<file path="config.mk">
export PLATFORM = sky130hd
export DESIGN_NAME = timer_digit_chain
export DESIGN_NICKNAME = d
export VERILOG_FILES = /design/src/rtl/timer_pkg.sv /design/src/rtl/timer_digit_chain_mod_digit.sv /design/src/rtl/timer_digit_chain.sv
export SDC_FILE = /design/constraint.sdc
export NUM_CORES = 1
export LEC_CHECK = 0
export ABC_CLOCK_PERIOD_IN_PS = 2200
export CAP_MARGIN = 0
export CORE_UTILIZATION = 49
export CTS_BUF_LIST = sky130_fd_sc_hd__clkbuf_4
export DETAILED_ROUTE_END_ITERATION = 10
export GPL_TIMING_DRIVEN = 0
export PLACE_DENSITY = 0.9
export SYNTH_ARGS = -nofsm -noshare
export SYNTH_HDL_FRONTEND = slang
export SYNTH_SLANG_ARGS = --single-unit
</file>
<file path="constraint.sdc">
create_clock -name clock -period 2.2 [get_ports clock]
set_clock_uncertainty 0.05 [all_clocks]
set_input_delay 0.22 -clock clock [delete_from_list [all_inputs] [get_ports clock]]
set_output_delay 0.22 -clock clock [all_outputs]
set_load 0.005 [all_outputs]
</file>
<file path="src/rtl/timer_pkg.sv">
// Shared constants and helpers for the cascaded timer digit counters.
package timer_pkg;

    localparam int DIGIT_W_DEFAULT = 4;
    localparam int VEC_MAX_W       = 256;
    localparam int DIGIT_MAX_W     = 16;

    // Per-digit moduli, most significant digit first in the literal.
    localparam logic [7:0] SEC_MODULI  = {4'd6, 4'd10};
    localparam logic [7:0] HOUR_MODULI = {4'd2, 4'd10};

    // Extracts digit i (w bits wide) from a digit-packed vector.
    function automatic logic [DIGIT_MAX_W-1:0] dig(
        input logic [VEC_MAX_W-1:0] vec,
        input int                   i,
        input int                   w
    );
        logic [VEC_MAX_W-1:0] mask;
        mask = (VEC_MAX_W'(1) << w) - VEC_MAX_W'(1);
        return DIGIT_MAX_W'((vec >> (i * w)) & mask);
    endfunction

endpackage

</file>
<file path="src/rtl/timer_digit_chain_mod_digit.sv">
// One modulo-MOD up/down digit with clamped parallel load.
module mod_digit #(
    parameter int DIGIT_W = 4,
    parameter int MOD     = 10
) (
    input  logic               clock,
    input  logic               clrn,
    input  logic               load,
    input  logic [DIGIT_W-1:0] ld_val,
    input  logic               en,
    input  logic               up,
    input  logic               hold,
    output logic [DIGIT_W-1:0] value,
    output logic               term,
    output logic               clamped
);

    localparam logic [DIGIT_W-1:0] MAX_VAL = DIGIT_W'(MOD - 1);
    localparam logic [DIGIT_W-1:0] ONE     = DIGIT_W'(1);

    logic [DIGIT_W-1:0] value_q, value_d;

    assign clamped = (ld_val > MAX_VAL);
    assign term    = up ? (value_q == MAX_VAL) : (value_q == '0);
    assign value   = value_q;

    // Next digit value: load beats counting; a held or idle digit keeps its value.
    always_comb begin
        // NOTE: default assignment first so every path drives value_d and no latch is inferred.
        value_d = value_q;
        if (load) begin
            value_d = clamped ? MAX_VAL : ld_val;
        end else if (en && !hold) begin
            if (up) value_d = term ? '0 : value_q + ONE;
            else    value_d = term ? MAX_VAL : value_q - ONE;
        end
    end

    // Digit register with asynchronous clear.
    always_ff @(posedge clock or negedge clrn) begin
        // NOTE: non-blocking assignment so all registers update together at the edge.
        if (!clrn) value_q <= '0;
        else       value_q <= value_d;
    end

endmodule

</file>
<file path="src/rtl/timer_digit_chain.sv">
// Cascaded chain of modulo-M up/down digits with stop-at-zero, clamped load
// and registered done / load-error pulses.
module timer_digit_chain
    import timer_pkg::*;
#(
    parameter int                              NUM_DIGITS   = 2,
    parameter int                              DIGIT_W      = DIGIT_W_DEFAULT,
    parameter logic [NUM_DIGITS*DIGIT_W-1:0]   MODULI       = SEC_MODULI,
    parameter bit                              STOP_AT_ZERO = 1'b1
) (
    input  logic                          clock,
    input  logic                          clrn,
    input  logic                          loadn,
    input  logic [NUM_DIGITS*DIGIT_W-1:0] data,
    input  logic                          enable,
    input  logic                          up,
    output logic [NUM_DIGITS*DIGIT_W-1:0] count,
    output logic                          zero,
    output logic                          tc,
    output logic                          done,
    output logic                          load_err
);

    localparam int                   TOTAL_W    = NUM_DIGITS * DIGIT_W;
    localparam logic [TOTAL_W-1:0]   ONE        = TOTAL_W'(1);
    localparam logic [VEC_MAX_W-1:0] MODULI_EXT = VEC_MAX_W'(MODULI);

    logic [NUM_DIGITS:0]   en;
    logic [NUM_DIGITS-1:0] term;
    logic [NUM_DIGITS-1:0] clamped;
    logic                  hold;
    logic                  done_q, done_d;
    logic                  load_err_q, load_err_d;

    assign en[0] = enable;
    // Freeze the whole chain at zero when counting down in stop-at-zero mode.
    assign hold  = STOP_AT_ZERO & ~up & enable & zero;

    for (genvar i = 0; i < NUM_DIGITS; i++) begin : g_digit
        // A raw slice of zero encodes a modulus of 2**DIGIT_W.
        localparam int MOD_RAW = int'(dig(MODULI_EXT, i, DIGIT_W));
        localparam int MOD     = (MOD_RAW == 0) ? (1 << DIGIT_W) : MOD_RAW;

        mod_digit #(
            .DIGIT_W (DIGIT_W),
            .MOD     (MOD)
        ) u_digit (
            .clock   (clock),
            .clrn    (clrn),
            .load    (~loadn),
            .ld_val  (data[i*DIGIT_W +: DIGIT_W]),
            .en      (en[i]),
            .up      (up),
            .hold    (hold),
            .value   (count[i*DIGIT_W +: DIGIT_W]),
            .term    (term[i]),
            .clamped (clamped[i])
        );

        assign en[i+1] = en[i] & term[i];
    end

    assign zero       = (count == '0);
    assign tc         = en[NUM_DIGITS];
    assign done_d     = loadn & enable & ~up & (count == ONE);
    assign load_err_d = ~loadn & (|clamped);
    assign done       = done_q;
    assign load_err   = load_err_q;

    // Status pulse registers: each lasts exactly one cycle unless re-triggered.
    always_ff @(posedge clock or negedge clrn) begin
        if (!clrn) begin
            done_q     <= 1'b0;
            load_err_q <= 1'b0;
        end else begin
            done_q     <= done_d;
            load_err_q <= load_err_d;
        end
    end

endmodule

</file>
; ---- Yosys cells after proc, flatten, opt, wreduce, memory -nomap -nowiden
; Index checks and enable logic that the tools add are counted.
[op_classes]
n_addsub = 4
magnitude_cmp = 2
n_eq_ne = 5
muxes = 14
bitwise = 10
n_reduce_logical = 7
[op_table]
columns = cell, count
row1 = $mux 4, 12
row2 = $add 4x1->4 const B, 2
row3 = $and 1x1->1, 8
row4 = $eq 8x1->1 const B, 1
row5 = $logic_not 4->1, 2
row6 = $logic_not 8->1, 1
row7 = $sub 4x1->4 const B, 2
row8 = $eq 4x3->1 const B, 1
row9 = $eq 4x4->1 const B, 1
row10 = $gt 4x3->1 const B, 1
row11 = $gt 4x4->1 const B, 1
row12 = $ne 2x1->1 const B, 2
row13 = $logic_and 1x1->1, 2
row14 = $mux 1, 2
row15 = $not 1->1, 2
row16 = $reduce_or 2->1, 1
row17 = $logic_not 1->1, 1
[word_totals]
regBits = 10
inputBits = 13
output_inout_bits = 12
wordCells = 46

; ---- Longest topological paths before layout
[logic_depth]
ltp_word = 7
depth_mapped = 6
depth_no_buf = 6

; ---- By module
; From an unflattened synthesis, not the netlist that was laid out.
[hier_totals]
hier_cells = 118
hier_area_um2 = 1001.0
[by_module_without_submodules]
columns = mod, instances, cells_per_inst, area_each_um2, seq_area_each_um2
row1 = mod_digit (g_digit[0].u_digit), 1, 54, 444.2, 100.1
row2 = mod_digit (g_digit[1].u_digit), 1, 49, 410.4, 100.1
row3 = timer_digit_chain, 1, 15, 146.4, 50.0

; ---- Worst setup path after synthesis
; Ideal clock, no wire load.
[synth_timing]
path_kind = register to register
startpoint = register g_digit[1].u_digit.value_q[0]
endpoint = register g_digit[1].u_digit.value_q[0]
setup_time_ps = 125
arrival_ps = 1816
required_time_ps = 2025
path_slack_ps = 209
stages_incl_launch_ff = 7
path_buffers = 0
period_less_slack_ps = 1991
cell_sequence = dfrtp_1 inv_1 ha_1 or4b_4 a2bb2oi_2 nand2_4 mux2_4
[synth_between]
elab_chain_len = 6
word_cells_on_any_way = 15
classes_between = add/sub: 2 / eq/ne: 2 / mux: 6 / bitwise: 1 / reduce/logical: 4
[synth_lines]
columns = element, line
row1 = from (decl), timer_digit_chain_mod_digit.sv:21  ; logic [DIGIT_W-1:0] value_q, value_d;
row2 = from (signal assigned), timer_digit_chain_mod_digit.sv:43  ; else value_q <= value_d;
row3 = "parallel branches: the longest is 6 deep, another holds $sub 4x1->4", --
; Several ways; the timed one is not identified. The select of a mux whose other input is x is not followed.
; A chain may end at the register's enable or synchronous reset.

; ---- Final worst setup path
[layout_timing]
startpoint = register g_digit[0].u_digit.value_q[0]
endpoint = output port zero
[layout_between]
elab_chain_len = 1
[layout_lines]
columns = element, line
row1 = from (decl), timer_digit_chain_mod_digit.sv:21
row2 = from (signal assigned), timer_digit_chain_mod_digit.sv:43
row3 = $logic_not 8->1, timer_digit_chain.sv:63  ; assign zero = (count == '0);
row4 = to (decl), timer_digit_chain.sv:18  ; output logic zero,
; No other way between the ends.

==> flow_summary.json <==
{
  "status": "completed",
  "syn_area_um2": 912,
  "antenna_cells": 0,
  "nets": 153,
  "grt_pass1_wl_um": 4140,
  "endpoint": "zero",
  "rows": 15,
  "ant_nets": 0,
  "root_buffer": "clkbuf_4",
  "finalSetupViolations": 0,
  "hp-class": "input port to asynchronous set/reset pin",
  "finalCritPeriodShare": 0.969,
  "synthCells": 99,
  "relSlewSlack": 0.668,
  "synth_top_area_frac": 0.274,
  "clk_pin_slew_ns": 0.07,
  "n_fill_cell": 134,
  "fin_ws_ns": 0.0686,
  "first_pass_iters": 4,
  "area.growth.synth_to_final_pct": 42.0,
  "cp_data_required_time_ns": 1.93,
  "rsz0062_at_grt": "yes",
  "path_max_fanout": 4,
  "overflow": 0,
  "h-tree-depth": 1,
  "clkLatencyLatePin_ns": 0.28,
  "power_density_nw_per_um2": 936,
  "max_freq_ghz": 0.469,
  "slew_viol_final": 0,
  "clockBufferDepth": 2,
  "hold_violations": 0,
  "synthFlopType": "dfrtp_1",
  "grt_max_degree": 11,
  "cp-start-kind": "flip-flop",
  "wl_per_cell_um": 16.2,
  "die_w_um": 45.1,
  "reg2reg_depth": 7,
  "p_leak_nw": 0.551,
  "worstReg2RegEnd": "g_digit[1].u_digit.value[0]",
  "crit_path_end_kind": "primary output",
  "vias": 935,
  "fin_crit_ns": 2.13,
  "ys_seq_area_frac": 0.274,
  "final_layout_size_suffix_gt1_frac": 0.263,
  "synth-async-reset-ratio": 1.00,
  "dp_slack_ns": -0.196,
  "timing.rr.start": "g_digit[1].u_digit.value[1]",
  "syn_area_per_cell_um2": 9.21,
  "yosys_warnings": 0,
  "final_common_cell": "clkdlybuf4s50_1",
  "drc": 0,
  "drv_cap": 0,
  "antenna_found_initial": 0,
  "place_hpwl_um": 1690,
  "final_cells": 158,
  "grt.total_usage": 0.287,
  "clock-sinks": 10,
  "die_area_um2": 2040,
  "layout_common_cells": "clkdlybuf4s50_1, o21ai_0, a21oi_1",
  "initial_core_util": 0.528,
  "die_y_um": 45.1,
  "synth_edf_count": 0,
  "vias_per_cell": 5.92,
  "rrSetupSlack_ns": 0.10,
  "syn_nets": 118,
  "first_global_vias": 851,
  "criticalPathCategory": "flip-flop to primary output",
  "synth.distinct_cells": 44,
  "critical_path_arrival_ns": 1.86,
  "drtIter0Drc": 37,
  "routabilityCongestion": 0.898,
  "hold_buffers": 0,
  "cts_buffers": 3,
  "yosys.area.top_type": "dfrtp_1",
  "drt-total-wl_um": 2570,
  "cp-startpoint": "g_digit[0].u_digit.value[0]",
  "cts_tree": "done",
  "placedCellCount": 147,
  "portBuffers": 23,
  "tightestPinTransition_ns": 0.498,
  "ys_ff_latch": 10,
  "io_pins": 25,
  "vdd_ir_drop_max_mv": 0.668,
  "synthTopCellsByArea": "dfrtp_1, ha_1, mux2_4, o21ai_0, a21oi_1",
  "core_region_area_um2": 1730
}
[power by group]
group          switching [mW]  internal [mW]  total [mW]
clock                  0.0708         0.0658       0.137
combinational           0.342          0.420       0.762
sequential             0.0741          0.239       0.313
[flip-flops by register name, summed over array words and instances, names as in the netlist]
name and flops:
done 1, g_digit.u_digit.value 8, load_err 1
[worst min path at each step]
stage | start | to | slack, ns | cells after the start
finish | clrn | load_err | 0.19 | 1
CTS | clrn | g_digit[0].u_digit.value[3] | 0.20 | 1
global route | clrn | load_err | 0.22 | 1
global placement | clrn | g_digit[0].u_digit.value[3] | 0.49 | 1
floorplan | clrn | done | -0.13 | 0
detailed placement | clrn | g_digit[0].u_digit.value[3] | 0.50 | 1
[cells by family (layout without fill, tap and decap cells)]
family / Yosys count / after routing / synth area share
AOI/OAI and AO/OA: 32 / 32 / 0.248
DFF: 10 / 10 / 0.274
buffers and inverters: 11 / 45 / 0.0535
and+or+nand+nor: 31 / 31 / 0.226
adders and majority gates: 6 / 6 / 0.0823
xor gates and xnor gates: 4 / 4 / 0.0384
muxes: 5 / 5 / 0.0768
[timing repair]
| action | in CTS | in global routing |
|---|---|---|
| buffers inserted | 6 | 1 |
| pin swaps | 1 | 0 |
| gates resized for setup | 19 | 5 |
| endpoints found under the setup margin | 2 | 2 |
[through the flow]
step | power, mW | TNS (ns) | util | hold WS [ns] | cell area [µm²]
after floorplan | 0.704 | 0 | - | -0.126 | 912
after global placement | 0.909 | -0.270 | 0.680 | 0.487 | 1170
after detailed placement | 0.934 | -0.318 | 0.680 | 0.495 | 1170
after CTS | 1.17 | 0 | 0.734 | 0.196 | 1270
after global routing | 1.29 | -0.0242 | 0.750 | 0.217 | 1290
final | 1.21 | 0 | 0.750 | 0.185 | 1290
[cell usage after synthesis (all sizes together) (3+ instances only)]
cell	count
clkbuf	3
dfrtp	10
ha	6
xor2	3
nor2	5
nand3b	3
a21oi	7
inv	7
o21ai	8
nand2	5
mux2	4
a2bb2oi	3
[critical path: stages (launching register included)]
cell and delay [ns]:
dfrtp_2 0.43, inv_2 0.08, ha_4 0.15, or3b_4 0.40, buf_6 0.14, nor4b_4 0.24, buf_2 0.15
[layout make-up]
cell class	instances	area [µm²]	area share
clock inverter	1	3.75	0.00290
tap	25	31.3	0.0242
inverter	7	28.8	0.0222
sequential	10	255	0.197
timing repair buffer	30	282	0.217
clock buffer	3	22.5	0.0174
buffer	4	22.5	0.0174
multi-input combinational	78	649	0.501
[routing by layer]
metal	GRT usage	vias up	part of all wire	wire length [µm]
li1	-	441	-	-
met1	0.349	441	0.42	1070
met2	0.490	47	0.49	1260
met3	0.0640	6	0.071	182
met4	0.109	0	0.021	54
met5	0	-	0	0
(Power assumes the default switching activity.)
